## src/rtl/fetch_aligner.sv

```systemverilog
// Instruction fetch front end: prefetches 32-bit words into a small FIFO and
// aligns halfword-granular RV32IC instructions for the compressed expander.
module fetch_aligner #(
    parameter logic [31:0] RESET_PC   = 32'h0000_0000,
    parameter int          FIFO_DEPTH = 2
) (
    input  logic        clk_i,
    input  logic        rst_ni,
    output logic        instr_req_o,
    output logic [31:0] instr_addr_o,
    input  logic        instr_gnt_i,
    input  logic        instr_rvalid_i,
    input  logic [31:0] instr_rdata_i,
    input  logic        redirect_i,
    input  logic [31:0] redirect_pc_i,
    output logic        instr_valid_o,
    input  logic        instr_ready_i,
    output logic [31:0] instr_o,
    output logic [31:0] instr_pc_o,
    output logic        compressed_o
);

    localparam int IW = (FIFO_DEPTH > 2) ? $clog2(FIFO_DEPTH) : 1;
    localparam int CW = $clog2(FIFO_DEPTH + 1);

    typedef enum logic {S_BOOT, S_RUN} state_t;

    state_t          r_state;
    state_t          w_state_next;
    logic [31:0]     r_pc;
    logic [31:0]     r_addr;
    logic            r_pend_valid;
    logic [31:0]     r_pend_addr;
    logic [31:0]     r_fifo [FIFO_DEPTH];
    logic [IW-1:0]   r_head;
    logic [IW-1:0]   r_tail;
    logic [CW-1:0]   r_count;
    logic [CW-1:0]   r_outst;
    logic [CW-1:0]   r_drop;

    logic [CW:0]     w_inflight;
    logic            w_req;
    logic            w_gnt;
    logic            w_push;
    logic            w_drop_resp;
    logic [31:0]     w_head_word;
    logic [31:0]     w_next_word;
    logic [31:0]     w_instr;
    logic            w_valid;
    logic            w_pop;
    logic [31:0]     w_pc_inc;
    logic            w_fire;
    logic            w_pop_fifo;
    logic [31:0]     w_target;

    function automatic logic [IW-1:0] idx_inc(input logic [IW-1:0] idx);
        return (idx == IW'(FIFO_DEPTH - 1)) ? '0 : idx + 1'b1;
    endfunction

    assign w_inflight  = {1'b0, r_count} + {1'b0, r_outst};
    assign w_gnt       = w_req & instr_gnt_i;
    assign w_drop_resp = instr_rvalid_i && (r_drop != '0);
    assign w_push      = instr_rvalid_i && (r_drop == '0);
    assign w_head_word = r_fifo[r_head];
    assign w_next_word = r_fifo[idx_inc(r_head)];
    assign w_fire      = w_valid & instr_ready_i;
    assign w_pop_fifo  = w_fire & w_pop;
    assign w_target    = {redirect_pc_i[31:2], 2'b00};

    always_comb begin
        w_state_next = r_state;
        w_req        = 1'b0;
        case (r_state)
            S_BOOT: w_state_next = S_RUN;
            S_RUN:  w_req = (w_inflight < (CW+1)'(FIFO_DEPTH));
            default: w_state_next = S_BOOT;
        endcase
    end

    // A 32-bit instruction at an odd halfword needs the next word as well.
    always_comb begin
        w_valid  = 1'b0;
        w_instr  = w_head_word;
        w_pop    = 1'b0;
        w_pc_inc = 32'd4;
        if (!r_pc[1]) begin
            w_valid = (r_count != '0);
            if (w_head_word[1:0] != 2'b11) begin
                w_instr  = {16'b0, w_head_word[15:0]};
                w_pc_inc = 32'd2;
            end else begin
                w_pop = 1'b1;
            end
        end else begin
            w_pop = 1'b1;
            if (w_head_word[17:16] != 2'b11) begin
                w_instr  = {16'b0, w_head_word[31:16]};
                w_pc_inc = 32'd2;
                w_valid  = (r_count != '0);
            end else begin
                w_instr = {w_next_word[15:0], w_head_word[31:16]};
                w_valid = (r_count >= CW'(2));
            end
        end
    end

    always_ff @(posedge clk_i or negedge rst_ni) begin
        if (!rst_ni) begin
            r_state      <= S_BOOT;
            r_pc         <= RESET_PC;
            r_addr       <= {RESET_PC[31:2], 2'b00};
            r_pend_valid <= 1'b0;
            r_pend_addr  <= '0;
            r_head       <= '0;
            r_tail       <= '0;
            r_count      <= '0;
            r_outst      <= '0;
            r_drop       <= '0;
            for (int i = 0; i < FIFO_DEPTH; i++) r_fifo[i] <= '0;
        end else begin
            r_state <= w_state_next;
            r_outst <= r_outst + CW'(w_gnt) - CW'(instr_rvalid_i);

            if (redirect_i) begin
                r_pc    <= redirect_pc_i & ~32'd1;
                r_head  <= '0;
                r_tail  <= '0;
                r_count <= '0;
                r_drop  <= r_outst - CW'(instr_rvalid_i) + CW'(w_req);
            end else begin
                if (w_fire) r_pc <= r_pc + w_pc_inc;
                if (w_push) begin
                    r_fifo[r_tail] <= instr_rdata_i;
                    r_tail         <= idx_inc(r_tail);
                end
                if (w_pop_fifo) r_head <= idx_inc(r_head);
                r_count <= r_count + CW'(w_push) - CW'(w_pop_fifo);
                if (w_drop_resp) r_drop <= r_drop - 1'b1;
            end

            // An un-granted request keeps its address; the target is parked until gnt.
            if (w_gnt) begin
                r_pend_valid <= 1'b0;
                if (redirect_i)        r_addr <= w_target;
                else if (r_pend_valid) r_addr <= r_pend_addr;
                else                   r_addr <= r_addr + 32'd4;
            end else if (redirect_i) begin
                if (w_req) begin
                    r_pend_valid <= 1'b1;
                    r_pend_addr  <= w_target;
                end else begin
                    r_pend_valid <= 1'b0;
                    r_addr       <= w_target;
                end
            end
        end
    end

    assign instr_req_o   = w_req;
    assign instr_addr_o  = r_addr;
    assign instr_valid_o = w_valid;
    assign instr_o       = w_instr;
    assign instr_pc_o    = r_pc;
    assign compressed_o  = (w_instr[1:0] != 2'b11);

endmodule

```

## config.mk

```make
export PLATFORM = sky130hd
export DESIGN_NAME = fetch_aligner
export DESIGN_NICKNAME = d
export VERILOG_FILES = /design/src/rtl/fetch_aligner.sv
export SDC_FILE = /design/constraint.sdc
export NUM_CORES = 1
export LEC_CHECK = 0
export ABC_AREA = 1
export BUFFER_PORTS_ARGS = -buffer_cell sky130_fd_sc_hd__buf_2
export CAP_MARGIN = 20
export CORE_MARGIN = 10
export CORE_UTILIZATION = 25
export CTS_BUF_LIST = sky130_fd_sc_hd__clkbuf_4 sky130_fd_sc_hd__clkbuf_8 sky130_fd_sc_hd__clkbuf_16
export DETAILED_ROUTE_END_ITERATION = 16
export PLACE_DENSITY_LB_ADDON = 0.25
export SKIP_LAST_GASP = 1
export SLEW_MARGIN = 25
export SYNTH_ARGS = -nofsm -noshare
export SYNTH_HDL_FRONTEND = slang
export SYNTH_SLANG_ARGS = --single-unit
export TNS_END_PERCENT = 30
```

## constraint.sdc

```tcl
create_clock -name clk_i -period 3.9 [get_ports clk_i]
set_input_delay 0.39 -clock clk_i [delete_from_list [all_inputs] [get_ports clk_i]]
set_output_delay 0.39 -clock clk_i [all_outputs]
set_load 0.1 [all_outputs]
```

==> impl_results.md, run 1 <==
- Die width: 218 um
- Max clock buf depth: 2
- Slowest stage delay, CP: 0.53 ns
- NumNets Final: 1581
- Largest net degree at the start of global routing: 90
- CP Capture Type: flip-flop
- Final Max Slew Viols: 0
- CP Max Fanout: 19
- Vias in the first global route: 9229
- Setup TNS: 0 ns
- Worst slew margin: 35.2%
- Clock sinks: 165
- Synth Area in Compound Gates: 11.8%
- Initial antenna violation count: 6
- Crit-path cells: inv_2 -> nand2_1 -> nand2_2 -> nand2_1 -> o21ai_2 -> nand2_1 -> fa_1 -> nor2_1 -> inv_1 -> nor2_1 -> nand2_1 -> inv_1 -> nand2_1 -> nand2_1 -> nand2_1 -> nand2_1 -> nand3_1
- Flops & latches, synth: 165
- Slew at the pin with the worst max-slew slack: 0.968 ns
- Kind of critical path: reg -> reg
- Num CTS Buffers: 17
- Final setup viols: 0
- Post-synth cell types: 36
- Post-synth EDFFs: 0
- Final cell count without fillers: 2031
- Synth Area in Adders: 1.56%
- RR Startpoint: r_head
- Initial Utilization: 25.3%
- CP startpoint: r_head
- Die H: 218 um
- Area share of the largest cell type after synthesis: 42.2%
- Max Cap Violations: 0
- Post-synth ARST share: 100%
- Fin. Hold Viols: 0
- Total GRT Usage: 14.3%
- Simple-Gate Fraction of Synth Area: 30.1%
- CTS root buffer: clkbuf_16
- Clk_lat worst skew: 0.44 ns
- Top cells by area, synth: dfrtp_1, nand2_1, nor2_1, nand3_1, o21ai_0
- Drt wl/cell: 16.7 um
- Setup Fix Bufs, Post-CTS: 0
- First-pass GRT wire length: 53000 um
- Area delta synth->final: 19.3%
- Die area: 47400 um2
- Area leader, netlist: dfrtp_1
- Multiplexer share of the synthesized area: 4.66%
- Multi-input logic area: 4870 um2
- PwrDens: 939 nW/um2
- Max Freq: 322 MHz
- Area of the core: 38600 um2
- PortBufs: 164
- CTS tree: done
- Largest family of logic cells by synthesized area: simple AND/OR/NAND/NOR gates
- CTS HTree Levels: 4
- Placed insts: 1999
- Final ANT Viol Nets: 0
- Fin crit period: 3.11 ns
- Register area: 4130 um2
- Sequential cell area fraction in the yosys report: 42.2%
- Post-Synth XOR/XNOR Area: 1.34%
- Post-cts gate resize count: 0
- CP arrival: 3.42 ns
- Number of fillers in the final layout: 4241
- Residual DRC count: 0
- Cts-stage hold buffer count: 0
- Worst min path class: in -> async
- DR pass1 iterations: 5
- Total number of vias: 9445
- Skew final: 0.0125 ns
- Total congestion overflow: 0
- Routed Wire Length: 34000 um
- Ports: 169
- CP most frequent cell: nand2_1
- Lkg Pwr: 5.62 nW
- Top delay family on crit path: simple AND/OR/NAND/NOR gates
- Synthesis Warnings: 0
- Routability Congestion: 0.885
- Syn_area_per_cell: 7.16 um2
- Worst-path clk slew: 0.07 ns
- Initial DRC Count: 714
- HPWL after DPL: 25000 um
- Dominant synthesized flop cell: dfrtp_1
- Mean number of vias per cell: 4.65
- Kind of start point of the critical path: flip-flop
- Critical-path top delay cell: dfrtp_2
- Syn Std Cell Area: 9780 um2
- Synth top cells by count: nand2_1, nor2_1, dfrtp_1, inv_1, nand3_1
- VDD IR-drop max: 0.000931 V
- Rows: 72
- Status: finished clean
- RSZ-0062 raised after global routing: no
- Critical path buffers and inverters: 3
- Syn Inst Count: 1365
- Crit path required time: 4.21 ns
- Pwr Total: 11.0 mW
- Layout cells sized above 1: 16.9%
- Final Cycle Share: 79.7%
- Most numerous cell in the Yosys netlist: nand2_1
-- final timing paths --
check                      depth (start not counted)         endpoint  slack [ns]
setup / recovery                                  17   instr_pc_o[25]        0.79
hold / removal                                     1  r_pend_addr[24]        0.04
setup reg to reg                                  17   instr_pc_o[25]        0.79
hold reg to reg                                    2       r_fifo[36]        0.48
max in group asynchronous                          2       r_fifo[30]        2.92
min in group clk_i                                 2  r_pend_addr[14]        0.20
-- logic make-up (layout without fill, tap and decap cells) --
group                    after synthesis  after routing
flip-flops                           165            165
multiplexers                          42             42
buffers and inverters                199            344
AO/OA/AOI/OAI                        215            215
AND/OR/NAND/NOR                      716            716
other                                  2              5
XOR/XNOR                              15             15
adder cells (fa/ha/maj)               11             11
-- state kept, by name, summed over array words and instances, names as in the netlist --
| name | flops |
|---|---|
| r_fifo | 64 |
| instr_pc_o | 31 |
| r_pend_addr | 30 |
| r_count | 2 |
| r_outst | 2 |
| instr_addr_o | 30 |
| r_pend_valid | 1 |
| r_drop | 2 |
| r_head | 1 |
| r_state | 1 |
| r_tail | 1 |
-- routing by layer --
layer / track usage [%] / part of all wire (%) / up-vias
met5: 0 / 0.20 / -
met4: 4.47 / 2.1 / 10
met3: 4.20 / 7.6 / 37
met2: 23.1 / 47 / 299
met1: 18.0 / 43 / 4415
li1: - / - / 4684
-- worst register-to-register path, cell delays in order (launching register included) --
cell and delay [ns]:
dfrtp_2 0.53, inv_2 0.30, nand2_1 0.11, nand2_2 0.13, nand2_1 0.08, o21ai_2 0.09, nand2_1 0.12, fa_1 0.50
nor2_1 0.22, inv_1 0.10, nor2_1 0.24, nand2_1 0.18, inv_1 0.13, nand2_1 0.06, nand2_1 0.05, nand2_1 0.05
nand2_1 0.05, nand3_1 0.06
-- report_power, final --
| group | total [mW] | switching [mW] | internal [mW] |
|---|---|---|---|
| registers | 3.09 | 0.724 | 2.37 |
| clock network | 1.65 | 0.741 | 0.908 |
| logic | 6.21 | 4.94 | 1.27 |
-- cell usage in the layout, fill, tap and decap left out, drive strengths merged, types with 11 or more instances in the layout --
master / Yosys / final
a21oi: 55 / 55
mux2i: 14 / 14
mux2: 28 / 28
inv: 133 / 134
nor3: 11 / 11
nand2: 387 / 387
o211ai: 13 / 13
nand3: 124 / 124
dfrtp: 165 / 165
nor2: 173 / 173
o21ai: 122 / 122
o22ai: 13 / 13
buf: 27 / 178
clkbuf: 37 / 20
nand4: 14 / 14
-- area by class of cell --
cell class                      instances  area share (%)
Multi-Input combinational cell       1003            41.8
Sequential cell                       165            35.4
Timing Repair Buffer                  178            8.10
Tap cell                              518            5.56
Inverter                              135            4.35
Clock buffer                           20            3.90
Clock inverter                         11           0.901
Antenna cell                            1          0.0215
-- stage by stage --
stage	util (%)	instance area, um2	setup slack (ns)	hold slack (ns)
floorplan	-	9790	-0.254	0.0944
global placement	28.7	11100	0.836	0.466
detailed placement	28.7	11100	0.820	0.472
CTS	30.2	11700	0.775	0.0709
global route	30.2	11700	0.392	0.104
finish	30.2	11700	0.790	0.0396
No activity file was read; power rests on OpenSTA's default activity.
==> run 2, diff against run 1 <==
Clock period 3.9 ns to 3.2 ns, I/O delays scaled along.
==> impl_results.md, run 2 (synthesis gave the netlist of run 1 again) <==
- Worst slew margin: 35.0% (-0.24 points)
- Worst min path class: in -> reg
- Largest Register: r_fifo
- Critical-path top delay cell: fa_1
- Max Freq: 356 MHz (+11%)
- Area of the core: 38600 um2 (unchanged)
- Die H: 218 um (unchanged)
- VDD IR-drop max: 0.00103 V (+10%)
- Vias in the first global route: 9376 (+1.6%)
- Die area: 47400 um2 (unchanged)
- Initial Utilization: 25.3% (unchanged)
- Largest net degree at the start of global routing: 90 (unchanged)
- Crit path required time: 3.53 ns (-0.68 ns)
- Number of flip-flops under the largest register name: 64 (unchanged)
- Hold slack: 0.109 ns (+0.0692 ns)
- Final Max Slew Viols: 0 (unchanged)
- RSZ-0062 raised after global routing: no
- CTS root buffer: clkbuf_16
- Mean number of vias per cell: 4.64 (-0.13%)
- Status: finished clean
- Initial DRC Count: 684 (-4.2%)
- RR Startpoint: r_head
- Max Cap Violations: 0 (unchanged)
- Final ANT Viol Nets: 0 (unchanged)
- Total GRT Usage: 14.8% (+0.52 points)
- Worst-path clk slew: 0.08 ns (about the same)
- Final cell count without fillers: 2043 (+0.59%)
- CP Max Fanout: 9 (-10)
- CP most frequent cell: nand2_1
- Drt wl/cell: 17.2 um (+3.2%)
- Number of fillers in the final layout: 4258 (+0.40%)
- Setup Fix Bufs, Post-CTS: 0 (unchanged)
- Final setup viols: 0 (unchanged)
- Kind of critical path: reg -> reg
- Hold path endpoint: r_pend_addr[7]
- Fin crit period: 2.81 ns (-0.301 ns)
- Num CTS Buffers: 17 (unchanged)
- Crit-path cells: inv_2 -> nand2_1 -> nand2_2 -> nand2_1 -> o21ai_4 -> nand2_1 -> fa_1 -> nor2_1 -> inv_1 -> nor2_1 -> nand2_1 -> o21ai_0 -> nand2_1 -> nand2_1 -> nand3_1
- Final Cycle Share: 87.8% (+8.1 points)
- CTS HTree Levels: 4 (unchanged)
- Skew final: 0.0135 ns (+0.000991 ns)
- Pwr Total: 13.7 mW (+25%)
- Clk_lat worst skew: 0.45 ns (about the same)
- PortBufs: 164 (unchanged)
- Rows: 72 (unchanged)
- Most frequent cells in the layout: nand2_1, nor2_1, dfrtp_1
- Routed Wire Length: 35200 um (+3.8%)
- First-pass GRT wire length: 54800 um (+3.3%)
- Slowest stage delay, CP: 0.51 ns (-0.02 ns)
- Lkg Pwr: 5.74 nW (+2.0%)
- Residual DRC count: 0 (unchanged)
- HPWL after DPL: 26100 um (+4.3%)
- Total number of vias: 9488 (+0.46%)
- Commonest non-fill, non-tap cell in the layout: nand2_1
- Die width: 218 um (unchanged)
- Reg2reg setup slack: 0.39 ns (-0.40 ns)
- Cts-stage hold buffer count: 1 (+1)
- CP Capture Type: flip-flop
- Initial antenna violation count: 8 (+2)
- Hold depth: 2
- Routability Congestion: 0.883 (-0.30%)
- Ports: 169 (unchanged)
- Worst-case reg-to-reg path depth: 15 (-2)
- CTS tree: done
- Clock sinks: 165 (unchanged)
- PwrDens: 1140 nW/um2 (+21%)
- Slew at the pin with the worst max-slew slack: 0.975 ns (+0.00716 ns)
- Layout cells sized above 1: 17.6% (+0.73 points)
- Area delta synth->final: 23.1%
- NumNets Final: 1591 (+0.63%)
- Placed insts: 2008 (+0.45%)
- Fin. Hold Viols: 0 (unchanged)
- DR pass1 iterations: 5 (unchanged)
- Total congestion overflow: 0 (unchanged)
- Post-cts gate resize count: 0 (unchanged)
- HP Start: redirect_pc_i[7]
- FF-to-FF End: instr_pc_o[17]
- Max clock buf depth: 2 (unchanged)
- Kind of start point of the critical path: flip-flop
- CP arrival: 3.14 ns (-0.28 ns)
-- run 2: area by class of cell --
cell class	count	area, um2	area share (%)
tap	518	648	5.39
multi-input combinational	1003	4900	40.7
sequential	165	4130	34.4
antenna	2	5.00	0.0416
clock buffer	20	467	3.88
clock inverter	12	113	0.936
inverter	135	507	4.21
timing repair buffer	188	1260	10.5
-- run 2: worst max path at each step --
stage                  start              to  slack (ns)  cells past startpoint
6_report              r_head  instr_pc_o[17]        0.39                     15
5_1_grt               r_head  instr_pc_o[25]        0.09                     15
4_1_cts               r_head  instr_pc_o[17]        0.37                     15
3_5_place_dp          r_head  instr_pc_o[25]        0.43                     15
3_3_place_gp          r_head  instr_pc_o[25]        0.46                     15
2_1_floorplan  instr_pc_o[1]     instr_o[16]       -0.23                      3
-- run 2: layer usage --
layer | up-vias | part of all wire, % | global-route usage [%]
met5 | - | 0.23 | 0
met4 | 12 | 1.2 | 3.59
met3 | 37 | 6.6 | 4.47
met2 | 224 | 46 | 24.0
met1 | 4494 | 45 | 18.9
li1 | 4721 | - | -
-- run 2: worst max-delay path, delay by kind of cell, from the launching register on --
family                     cells  cell delay (ns)
AOI/OAI and AO/OA              2             0.28
adders and majority gates      1             0.51
buffers and inverters          2             0.20
DFF                            1             0.47
and+or+nand+nor               10             1.21
-- run 2: metrics by stage --
stage               util (%)  worst slack (ns)  cell area [um2]  TNS (ns)
CTS                     31.1             0.374            12000         0
floorplan                  -            -0.231             9820    -0.947
finish                  31.1             0.390            12000         0
detailed placement      29.6             0.429            11400         0
global placement        29.6             0.463            11400         0
global route            31.1            0.0910            12000         0
-- run 2: power breakdown --
| part | switching, mW | total (mW) | internal (mW) |
|---|---|---|---|
| Sequential | 0.882 | 3.77 | 2.89 |
| Clock | 0.981 | 2.07 | 1.09 |
| Combinational | 6.10 | 7.83 | 1.73 |
